File: config.mk
export PLATFORM = sky130hd
export DESIGN_NAME = qa_strobe_sched
export DESIGN_NICKNAME = d
export VERILOG_FILES = /design/src/rtl/qa_strobe_sched.sv
export SDC_FILE = /design/constraint.sdc
export NUM_CORES = 1
export LEC_CHECK = 0
export CAP_MARGIN = 20
export CORE_ASPECT_RATIO = 1.5
export CORE_UTILIZATION = 45
export DETAILED_ROUTE_END_ITERATION = 8
export PLACE_DENSITY = 0.75
export SLEW_MARGIN = 0
export SYNTH_ARGS = -nofsm -noshare
export SYNTH_HDL_FRONTEND = slang
export SYNTH_SLANG_ARGS = --single-unit
File: constraint.sdc
create_clock -name clk -period 5.08 [get_ports clk]
set_input_delay 1.016 -clock clk [delete_from_list [all_inputs] [get_ports clk]]
set_output_delay 1.016 -clock clk [all_outputs]
set_load 0.03 [all_outputs]
File: src/rtl/qa_strobe_sched.sv
// qa_strobe_sched: settings-bus programmable sample scheduler for the QA datapath.
// It pulls samples from the TX chain (strobe_tx) at a programmed period and burst
// length, forwards each one to the DUT a cycle later (dut_nd/dut_data), and limits
// the number of unanswered samples. It drains at end of burst and exposes
// counters and status for readback.
// Ports:
//   clk, reset_n                 clock, asynchronous active-low reset
//   set_stb/set_addr/set_data    settings bus (BASE+0 period, BASE+1 burst, BASE+2 control)
//   tx_run, sample_tx            TX chain run flag and sample
//   strobe_tx                    sample pull pulse to the TX chain
//   dut_data, dut_nd             sample and new-data pulse to the DUT
//   dut_out_nd                   DUT output-valid pulse
//   sent_count, recv_count       delivered samples / DUT outputs since start
//   status                       {24'b0, timeout, overflow, done, busy, 2'b0, state}
module qa_strobe_sched #(
  parameter int unsigned BASE            = 0,
  parameter int unsigned MAX_OUTSTANDING = 16,
  parameter int unsigned DRAIN_TIMEOUT   = 4096
) (
  input  logic        clk,
  input  logic        reset_n,
  input  logic        set_stb,
  input  logic [7:0]  set_addr,
  input  logic [31:0] set_data,
  input  logic        tx_run,
  input  logic [31:0] sample_tx,
  output logic        strobe_tx,
  output logic [31:0] dut_data,
  output logic        dut_nd,
  input  logic        dut_out_nd,
  output logic [31:0] sent_count,
  output logic [31:0] recv_count,
  output logic [31:0] status
);

  localparam int unsigned OW = 8;   // outstanding credit width (MAX_OUTSTANDING <= 255)
  localparam int unsigned DW = 17;  // drain timer width (DRAIN_TIMEOUT <= 2^16)
  localparam int unsigned PW = 16;  // period / divider width
  localparam int unsigned CW = 32;  // counter width

  typedef enum logic [1:0] {
    IDLE  = 2'd0,
    RUN   = 2'd1,
    DRAIN = 2'd2,
    DONE  = 2'd3
  } state_t;

  state_t        state, state_n;
  logic [PW-1:0] period_q, period_n, act_period, act_period_n, divider, divider_n;
  logic [CW-1:0] burst_q, burst_n, act_burst, act_burst_n;
  logic [CW-1:0] issued, issued_n, sent_n, recv_n;
  logic [OW-1:0] outstanding, outstanding_n;
  logic [DW-1:0] drain_cnt, drain_cnt_n;
  logic          overflow, overflow_n, timeout, timeout_n;
  logic [31:0]   status_n;

  logic          ctl_wr, start_acc, stop_acc, burst_hit, issue;
  logic [OW-1:0] out_base, out_after;
  logic [CW-1:0] issued_base;
  logic [PW-1:0] div_base;

  // Sample path to the DUT is a plain wire; dut_nd qualifies it.
  assign dut_data = sample_tx;

  // Next-state, issue decision and counter updates.
  // A start is folded into the same cycle's issue decision (counters and divider
  // seen as cleared) so the first pull follows the start write immediately.
  always_comb begin
    ctl_wr       = set_stb && (set_addr == 8'(BASE + 2));
    start_acc    = ctl_wr && set_data[0] && !set_data[1] && ((state == IDLE) || (state == DONE));
    stop_acc     = ctl_wr && set_data[1] && (state == RUN);
    period_n     = (set_stb && (set_addr == 8'(BASE))) ? set_data[PW-1:0] : period_q;
    burst_n      = (set_stb && (set_addr == 8'(BASE + 1))) ? set_data : burst_q;
    act_period_n = start_acc ? period_q : act_period;
    act_burst_n  = start_acc ? burst_q : act_burst;
    out_base     = start_acc ? '0 : outstanding;
    issued_base  = start_acc ? '0 : issued;
    div_base     = start_acc ? '0 : divider;
    // A response in this cycle frees its credit before the issue check.
    out_after    = out_base - OW'(dut_out_nd && (out_base != '0));
    burst_hit    = (act_burst_n != '0) && (issued_base == act_burst_n);
    issue        = tx_run && (div_base == '0) && (out_after < OW'(MAX_OUTSTANDING)) && !burst_hit
                   && (start_acc || ((state == RUN) && !stop_acc));
    issued_n      = issued_base + CW'(issue);
    outstanding_n = out_after + OW'(issue);
    // Divider holds at zero while issue is stalled.
    divider_n     = issue ? act_period_n : ((div_base != '0) ? div_base - PW'(1) : '0);
    sent_n        = (start_acc ? '0 : sent_count) + CW'(dut_nd);
    recv_n        = (start_acc ? '0 : recv_count) + CW'(dut_out_nd);
    overflow_n    = (overflow && !start_acc) || (dut_out_nd && (out_base == '0));
    timeout_n     = timeout && !start_acc;
    drain_cnt_n   = '0;
    state_n       = state;
    case (state)
      IDLE, DONE: if (start_acc) state_n = RUN;
      RUN:        if (stop_acc || burst_hit) state_n = DRAIN;
      DRAIN: begin
        if (outstanding == '0) begin
          state_n = DONE;
        end else if (drain_cnt == DW'(DRAIN_TIMEOUT - 1)) begin
          state_n   = DONE;
          timeout_n = 1'b1;
        end else begin
          drain_cnt_n = drain_cnt + DW'(1);
        end
      end
      default: state_n = IDLE;
    endcase
    status_n = {24'b0, timeout_n, overflow_n, (state_n == DONE),
                ((state_n == RUN) || (state_n == DRAIN)), 2'b00, state_n};
  end

  // State and output registers.
  always_ff @(posedge clk or negedge reset_n) begin
    if (!reset_n) begin
      state       <= IDLE;
      period_q    <= '0;
      burst_q     <= '0;
      act_period  <= '0;
      act_burst   <= '0;
      divider     <= '0;
      issued      <= '0;
      outstanding <= '0;
      drain_cnt   <= '0;
      overflow    <= 1'b0;
      timeout     <= 1'b0;
      strobe_tx   <= 1'b0;
      dut_nd      <= 1'b0;
      sent_count  <= '0;
      recv_count  <= '0;
      status      <= '0;
    end else begin
      state       <= state_n;
      period_q    <= period_n;
      burst_q     <= burst_n;
      act_period  <= act_period_n;
      act_burst   <= act_burst_n;
      divider     <= divider_n;
      issued      <= issued_n;
      outstanding <= outstanding_n;
      drain_cnt   <= drain_cnt_n;
      overflow    <= overflow_n;
      timeout     <= timeout_n;
      strobe_tx   <= issue;
      dut_nd      <= strobe_tx;
      sent_count  <= sent_n;
      recv_count  <= recv_n;
      status      <= status_n;
    end
  end

endmodule

==> results of run 1 <==
layout make-up:
type                            count  area, µm²  share of cell area, %
Sequential cell                   241       6030                   41.7
Clock buffer                       33        696                   4.81
Timing Repair Buffer              162       1520                   10.5
Tap cell                          337        422                   2.92
Inverter                           45        169                   1.17
Multi-Input combinational cell    874       5480                   37.9
Clock inverter                      9        134                  0.926
stage by stage:
step                      hold WS (ns)  area, µm²  setup slack (ns)  utilization (%)
final                            0.413      14500             0.382             54.6
after global routing             0.433      14500             0.186             54.6
after CTS                        0.416      14500             0.374             54.6
after detailed placement         0.401      13600            -0.156             51.4
after global placement           0.397      13600           -0.0469             51.4
after floorplan                  0.434      12300            0.0357                -
cell usage in the layout (no fill, tap or decap), types with 6 or more instances in the layout:
master / n
o22ai_1: 7
nand2_1: 179
or3_1: 19
a2111oi_0: 6
nor4_1: 21
o31ai_1: 10
ha_1: 14
nand3_1: 45
xor2_1: 55
nand2b_1: 15
and3_1: 18
nor2_1: 119
clkdlybuf4s50_1: 115
o21ai_0: 34
or4_1: 7
nand4_1: 32
xnor2_1: 57
dfrtp_1: 241
a21oi_1: 23
inv_1: 45
buf_4: 45
mux2_2: 48
and4_1: 13
and2_1: 19
nor2b_1: 22
clkbuf_16: 25
nor3_1: 25
conb_1: 26
registers in the layout, indices dropped and copies added, names as in the netlist:
| name | flops |
|---|---|
| act_burst | 32 |
| act_period | 16 |
| burst_q | 32 |
| divider | 16 |
| drain_cnt | 17 |
| dut_nd | 1 |
| issued | 32 |
| outstanding | 8 |
| period_q | 16 |
| recv_count | 32 |
| sent_count | 32 |
| state | 1 |
| status | 5 |
| strobe_tx | 1 |
layer usage:
metal  up-vias  global-route usage [%]
met3        99                    2.67
met5         -                       0
met2       322                    37.0
met1      4572                    26.8
li1       4372                       -
met4         0                    12.0
cells by family after synthesis:
logic type               after synthesis  share of synthesized area [%]
AND/OR/NAND/NOR                      555                           22.6
XOR/XNOR                             112                           8.11
AO/OA/AOI/OAI                        113                           6.44
other                                  1                         0.0310
flip-flops                           241                           49.9
multiplexers                          52                           4.80
adder cells (fa/ha/maj)               16                           1.66
buffers and inverters                145                           6.45
worst reg2reg max path: cells and delay by family (launching register included):
family / cells / cell delay, ns
and+or+nand+nor: 9 / 2.15
adders and majority gates: 3 / 0.95
AOI/OAI and AO/OA: 2 / 0.43
DFF: 1 / 0.40
buffers and inverters: 2 / 0.27
xor gates and xnor gates: 1 / 0.14
worst paths after layout:
kind,from,end,slack [ns],cells after the start
min reg2reg,strobe_tx,dut_nd,0.41,0
max,set_addr[4],issued[29],0.38,18
min in group asynchronous,reset_n,recv_count[18],0.57,1
max in group asynchronous,reset_n,act_period[10],3.50,2
max reg2reg,state[0],issued[29],0.63,17
min,strobe_tx,dut_nd,0.41,0
report_power, final:
group	total (µW)	internal, µW	switching, µW
clock network	1870	1110	755
registers	2160	2040	121
logic	733	315	418
total	4760	3460	1290
==> results.txt, run 1 <==
WP data arrival -> 5.10 ns
Highest Signal Layer -> met4
critical-path maximum fanout -> 8
Synth area leader -> dfrtp_1
DRT Pass-1 Iters -> 5
TritonCTS clock tree -> done
WP data required -> 5.48 ns
Cells after Synth -> 1235
final wirelength -> 29300 µm
# DRC -> 0
height of the die -> 203 µm
site row count -> 73
Max-slew headroom -> 37.1%
placed cell count -> 1659
EDFF count, synth -> 0
Critical path buffers and inverters -> 3
Avg Inst Size Synth -> 9.79 µm²
initial antenna violation count -> 0
async set-reset flop share out of synthesis -> 100%
Die Area -> 27500 µm²
CTS root buf -> clkbuf_16
Max VDD drop -> 0.000280 V
core area -> 26500 µm²
clk_lat worst skew -> 0.52 ns
layout cells sized above 1 -> 11.4%
pin slew with the least headroom to its limit -> 0.944 ns
first-pass GRT wire length -> 47700 µm
sequential area share after synthesis -> 49.9%
DR vias/cell -> 5.51
clock-pin slew on the worst setup and hold paths -> 0.06 ns
Synth top area share -> 49.9%
Final HPWL DP -> 21300 µm
status -> finished, final reports clean
critical path endpoint category -> flop
Initial Util -> 45.6%
setup TNS -> 0 ns
Final nets -> 1441
routed wl met3 -> 1520 µm
Fin. Hold Viols -> 0
HP Class -> flop to flop
initial drt markers -> 496
fillers -> 2308
setup violators final -> 0
final std cells w/o fill -> 1701
top-count cell post-synth -> dfrtp_1
via count -> 9365
Most used DFF post-synth -> dfrtp_1
Clock Path Buffers -> 3
wire length on met1 -> 11600 µm
critical path launch point type -> input pin
Buffers on Ports -> 116
Final GP Congestion -> 0.937
top post-synthesis cells by count -> dfrtp_1, nand2_1, nor2_1
clk_skew -> 0.0156 ns
Hold Buf Count CTS -> 0
RSZ-0062 raised after global routing -> false
top cells by area, synth -> dfrtp_1, nand2_1, mux2_2, xnor2_1, xor2_1
critical path's slowest cell -> or4_1
Power, Total -> 4760 µW
cts repair resizes -> 0
cts bufs inserted -> 24
Post-Syn Area -> 12100 µm²
Static Leak -> 0.00673 µW
max cap viols -> 0
f_max -> 0.213 GHz
flop and latch count out of synthesis -> 241
aggregate global routing overflow -> 0
Total Routing Usage GR -> 21.9%
post-DR wirelength/cell -> 17.2 µm
IO Pins -> 207
Slew Limit Fails -> 0
synth unique cells -> 59
Synth-to-Final Area Change -> 19.5%
cell area power density -> 329 nW/µm²
Final ANT Viol Nets -> 0
delay-heaviest family, CP -> simple AND/OR/NAND/NOR gates
largest net degree at the start of global routing -> 124
post-layout minimum cycle time -> 4.70 ns
Synth warnings -> 0
slowest stage delay, CP -> 0.53 ns
met2 WL -> 14500 µm
fin crit share -> 92.5%
Sink Count -> 241
post-CTS setup buffer count -> 0
WS Path Type -> input pin to flop
Die W -> 136 µm
vias in the first global route -> 9347
htree depth -> 1
critical path, cell by cell -> clkdlybuf4s50_1 > nor4b_2 > buf_4 > nand2_1 > or3_1 > and3_1 > ha_1 > o21a_1 > o221a_2 > nor3b_4 > nor3b_4 > ha_2 > nand4_1 > or4_1 > buf_4 > nor3_2 > xnor2_1 > nor2_1
n_diodes -> 0
Power figures use the tool's default switching activity.
==> run 2: changes to the inputs <==
--- a/config.mk
+++ b/config.mk
@@ -6,7 +6,7 @@
 export NUM_CORES = 1
 export LEC_CHECK = 0
 export CAP_MARGIN = 20
-export CORE_ASPECT_RATIO = 1.5
+export CORE_ASPECT_RATIO = 1.2
 export CORE_UTILIZATION = 45
 export DETAILED_ROUTE_END_ITERATION = 8
 export PLACE_DENSITY = 0.75
==> run 2 against run 1 <==
Against the previous run:
- combinational power is 0.5% lower
- sequential share of layout area is 0.097 points lower
- utilization is 0.41 points higher
- routed wire length is 0.54% lower
- count of clock-buffer cells in the layout is 1 lower
- worst hold slack better by 0.049 ns
- setup slack better by 0.018 ns
- sequential cell count stayed put
- global-route usage hardly changed
- design area is 0.23% higher
- cell count stayed put
- sequential power hardly changed
- critical path type unchanged
- largest cell class unchanged
- largest power group unchanged
==> results.txt, run 2 (synthesis results as in run 1) <==
setup slack, reg-to-reg -> 0.62 ns
Final HPWL DP -> 21100 µm
clock-pin slew on the worst setup and hold paths -> 0.06 ns
Initial Util -> 45.9%
WP data required -> 5.49 ns
clk_skew -> 0.0140 ns
Die Area -> 27500 µm²
site row count -> 65
htree depth -> 1
vias in the first global route -> 9398
cell area power density -> 333 nW/µm²
cts bufs inserted -> 25
most common cell after layout, fill and taps aside -> dfrtp_1
Crit path top cell by count -> nor3b_4
Crit. Startpoint -> set_addr[4]
TritonCTS clock tree -> done
first-pass GRT wire length -> 47900 µm
Final GP Congestion -> 0.938
clk_lat worst skew -> 0.52 ns
Fin Hold WS -> 0.461 ns
status -> finished, final reports clean
Max-slew headroom -> 44.9%
height of the die -> 182 µm
WS Path Type -> input pin to flop
Clock Path Buffers -> 3
startpoint of the worst hold path -> strobe_tx
DR vias/cell -> 5.47
clock group share of total power -> 40.0%
Comb pwr share -> 15.1%
Static Leak -> 0.00675 µW
Final nets -> 1441
aggregate global routing overflow -> 0
final wirelength -> 29100 µm
f_max -> 0.214 GHz
WP data arrival -> 5.09 ns
HP Class -> flop to flop
critical path, cell by cell -> clkdlybuf4s50_1 > nor4b_2 > nand2_1 > or3_1 > and3_1 > ha_1 > o21a_1 > o221a_2 > nor3b_4 > nor3b_4 > ha_2 > nand4_1 > or4_1 > buf_4 > nor3b_2 > xnor2_1 > nor2_1
post-layout minimum cycle time -> 4.68 ns
setup violators final -> 0
layout cells sized above 1 -> 11.6%
slowest stage delay, CP -> 0.55 ns
Critical path buffers and inverters -> 2
Seq pwr share -> 44.9%
max cap viols -> 0
post-DR wirelength/cell -> 17.1 µm
Fin. Hold Viols -> 0
fin crit share -> 92.1%
switch share -> 27.1%
Total Routing Usage GR -> 21.8%
pre-CTS setup slack -> -0.113 ns
critical path endpoint category -> flop
delay-heaviest family, CP -> simple AND/OR/NAND/NOR gates
CP Capture Point -> issued[23]
initial drt markers -> 539
core area -> 26400 µm²
critical-path maximum fanout -> 8
post-CTS setup buffer count -> 0
Final Instance Area -> 14500 µm²
pin slew with the least headroom to its limit -> 0.826 ns
Die W -> 152 µm
DRT Pass-1 Iters -> 5
Slew Limit Fails -> 0
Placement Cell Area -> 13600 µm²
Hold Buf Count CTS -> 0
Power, Total -> 4830 µW
FF-to-FF End -> issued[23]
NetSw -> 1310 µW
# DRC -> 0
final worst slack -> 0.400 ns
most frequent cells in the layout -> dfrtp_1, nand2_1, nor2_1
Buffers on Ports -> 116
initial antenna violation count -> 0
CTS root buf -> clkbuf_16
r2r worst-path depth -> 17
via count -> 9297
IO Pins -> 207
critical path's slowest cell -> or4_1
critical path launch point type -> input pin
Levels on crit path -> 17
Final ANT Viol Nets -> 0
RSZ-0062 raised after global routing -> false
Sink Count -> 241
Max VDD drop -> 0.000266 V
R2R Path Start -> state[0]
internal power -> 3520 µW
Synth-to-Final Area Change -> 19.8%
n_diodes -> 0
largest net degree at the start of global routing -> 104
cts repair resizes -> 0
[run 2: stage by stage]
| step | TNS [ns] | instances | util (%) |
|---|---|---|---|
| finish | 0 | 1701 | 55.0 |
| global route | 0 | 1701 | 55.0 |
| CTS | 0 | 1701 | 55.0 |
| detailed placement | -0.591 | 1656 | 51.7 |
| global placement | 0 | 1656 | 51.7 |
| floorplan | 0 | 1260 | - |
[run 2: worst min path at each step]
stage,end,slack [ns],cells after the start
final,dut_nd,0.46,0
after global routing,dut_nd,0.47,0
after CTS,dut_nd,0.45,0
after detailed placement,dut_nd,0.44,0
after global placement,dut_nd,0.44,0
after floorplan,act_period[0],0.43,2
[run 2: per-layer routing]
layer  part of all wire [%]  up-vias  GRT usage [%]  wire, µm
li1                       -     4370              -         -
met5                      0        -              0         0
met1                     43     4531           29.1     12500
met3                    6.0       84           3.07      1740
met4                    3.9        0           9.39      1140
met2                     47      312           35.3     13700
[run 2: worst reg2reg max path: stages, from the launching register on]
cell and delay, ns:
dfrtp_1 0.41, inv_1 0.08, ha_1 0.46, nand4b_1 0.17, or3_1 0.44, and3_1 0.22, ha_1 0.26, o21a_1 0.16
o221a_2 0.28, nor3b_4 0.20, nor3b_4 0.22, ha_2 0.22, nand4_1 0.10, or4_1 0.55, buf_4 0.20, nor3b_2 0.21
xnor2_1 0.14, nor2_1 0.05
[run 2: final cells by class]
type                            instances  area, µm²
Clock inverter                         13        181
Fill cell                            2291      11900
Inverter                               45        169
Sequential cell                       241       6030
Tap cell                              335        419
Timing Repair Buffer                  161       1520
Multi-Input combinational cell        874       5480
Clock buffer                           32        692
[run 2: power by group through the flow]
stage               clock network [µW]  logic (µW)  registers (µW)
floorplan                            0         451            2230
finish                            1930         729            2170
detailed placement                   0         731            2200
global route                      2060         805            2180
global placement                     0         716            2190
CTS                               1970         734            2160
==> RTL edit (flow settings as in run 2) <==
Change the localparam `PW` from 16 to 15.
--- a/src/rtl/qa_strobe_sched.sv
+++ b/src/rtl/qa_strobe_sched.sv
@@ -37,3 +37,3 @@
   localparam int unsigned DW = 17;  // drain timer width (DRAIN_TIMEOUT <= 2^16)
-  localparam int unsigned PW = 16;  // period / divider width
+  localparam int unsigned PW = 15;  // period / divider width
   localparam int unsigned CW = 32;  // counter width
Function: changed (Yosys sat finds a counterexample within 4 cycles, from zero or initial values and one cycle with reset_n low).
==> RTL edit against run 2 <==
Critical path depth increased by 2. Area after synthesis decreased by 0.96%. Final area decreased by 0.83%. Clock skew decreased by 3.3 ps. Power decreased by 0.68%. Setup slack got worse by 130 ps. Routed wire length decreased by 2.7%. Sequential cell count decreased by 3. Clock power decreased by 4%. Critical path type is now reg -> reg.
==> RTL edit: results (changes against run 2) <==
Status
  – Outcome: finished clean

Power
  – Comb power: 0.767 mW (+5.2%)
  – Clk pwr share: 38.7% (-1.3 points)
  – Sw power: 1.330 mW (+1.7%)
  – Power per cell area: 333.6 nW/um2 (+0.15%)
  – Leak: 6.632 nW (-1.7%)
  – Worst IR Drop VDD: 0.2788 mV (+5.0%)

Cells and area
  – Inverters: 44 (-2.2%)
  – Final net count: 1431 (-0.69%)
  – Post-layout util: 54.86% (-0.12 points)
  – Buffering overhead: 10.99% (+0.52 points)
  – Post-route non-filler standard cell count: 1688 (-0.76%)
  – Register Area: 5957 um2 (-1.2%)
  – Number of non-clock buffers: 166 (+3.1%)
  – Filler instances: 2251 (-1.7%)
  – Multi-input gates: 863 (-1.3%)
  – Area of the multi-input gates: 5424 um2 (-0.98%)
  – Clk tree area frac: 5.722% (-0.31 points)
  – Share of cells above drive strength 1: 12.79% (+1.1 points)
  – Sequential share of cell area: 41.46% (-0.17 points)

GRT
  – Global-route wire length before repair: 46.26 mm (-3.4%)
  – Largest net degree at the start of global routing: 111 (+6.7%)
  – GRT Total Usage: 21.16% (-0.68 points)

Synth
  – Largest cells by area after synthesis: dfrtp_1 50%, nand2_1 5.7%, xor2_1 4.6%
  – Cells after synthesis: 1226 (-0.73%)
  – Post-synthesis sequential area ratio: 49.74% (-0.14 points)
  – Post-synth top cells: 238 x dfrtp_1, 181 x nand2_1, 114 x nor2_1
  – Cell variety after synth: 65 (+10%)

Placed design
  – Placement Cell Area: 13520 um2 (-0.71%)
  – Port buffer count: 116 (unchanged)
  – Cells after DPL: 1644 (-0.72%)
  – GPL Wtd Cong: 0.9378 (about the same)
  – DP HPWL: 20.06 mm (-4.7%)

Critical path
  – Largest fanout on the critical path: 6 (-2)
  – CP max-delay cell: or4_4

STA
  – Worst-Margin Slew: 850.5 ps (+24.76 ps)
  – Final Skew: 10.73 ps (-3.291 ps)

Clocking
  – CTS sink count: 238 (-1.2%)

Drt
  – First DRT Iteration DRCs: 564 (+4.6%)
  – Final wirelength: 28.31 mm (-2.7%)
  – Via density: 5.431 (-0.64%)
## RTL edit: cell types whose count changed after synthesis, moves of 5 or more
cell / before / now
nand2b_1: 15 / 4
o21ai_0: 35 / 46
nand4_1: 32 / 41
o31ai_1: 10 / 2
xor2_1: 55 / 63
and4_1: 14 / 7
and2_1: 19 / 13
mux2i_1: 4 / 10
nor2_1: 119 / 114
nor2b_1: 22 / 17
## RTL edit: per-stage QoR
| stage | TNS, ps | setup slack (ps) | hold slack [ps] |
|---|---|---|---|
| finish | 0 | 265.7 | 402.4 |
| global route | 0 | 7.976 | 423.6 |
| CTS | 0 | 160.9 | 421.6 |
| detailed placement | -485.8 | -67.70 | 401.9 |
| global placement | 0 | 48.25 | 409.8 |
| floorplan | -261.7 | -55.12 | 440.8 |
## RTL edit: final timing paths
| kind | from | to | slack, ps | cells past startpoint |
|---|---|---|---|---|
| max reg2reg | outstanding[3] | issued[31] | 270 | 19 |
| min | strobe_tx | dut_nd | 400 | 0 |
| max in group asynchronous | reset_n | act_period[3] | 3390 | 2 |
| min in group asynchronous | reset_n | recv_count[16] | 550 | 1 |
| max | outstanding[3] | issued[31] | 270 | 19 |
| min reg2reg | strobe_tx | dut_nd | 400 | 0 |
## RTL edit: cells by family (layout without fill, tap and decap cells)
kind of cell,count (synthesis),in the layout,share of synthesized area [%]
XOR/XNOR,118,118,8.631
AND/OR/NAND/NOR,533,533,22.01
other,1,26,0.03132
adder cells (fa/ha/maj),16,16,1.672
flip-flops,238,238,49.74
AO/OA/AOI/OAI,112,112,5.789
multiplexers,58,58,5.350
buffers and inverters,150,252,6.782
## RTL edit: metal layers
layer  routed length [um]  global-route usage [%]
met1                11830                   27.94
met2                13950                   34.97
met3                 1485                   2.702
met4                 1043                   8.360
met5                    0                       0
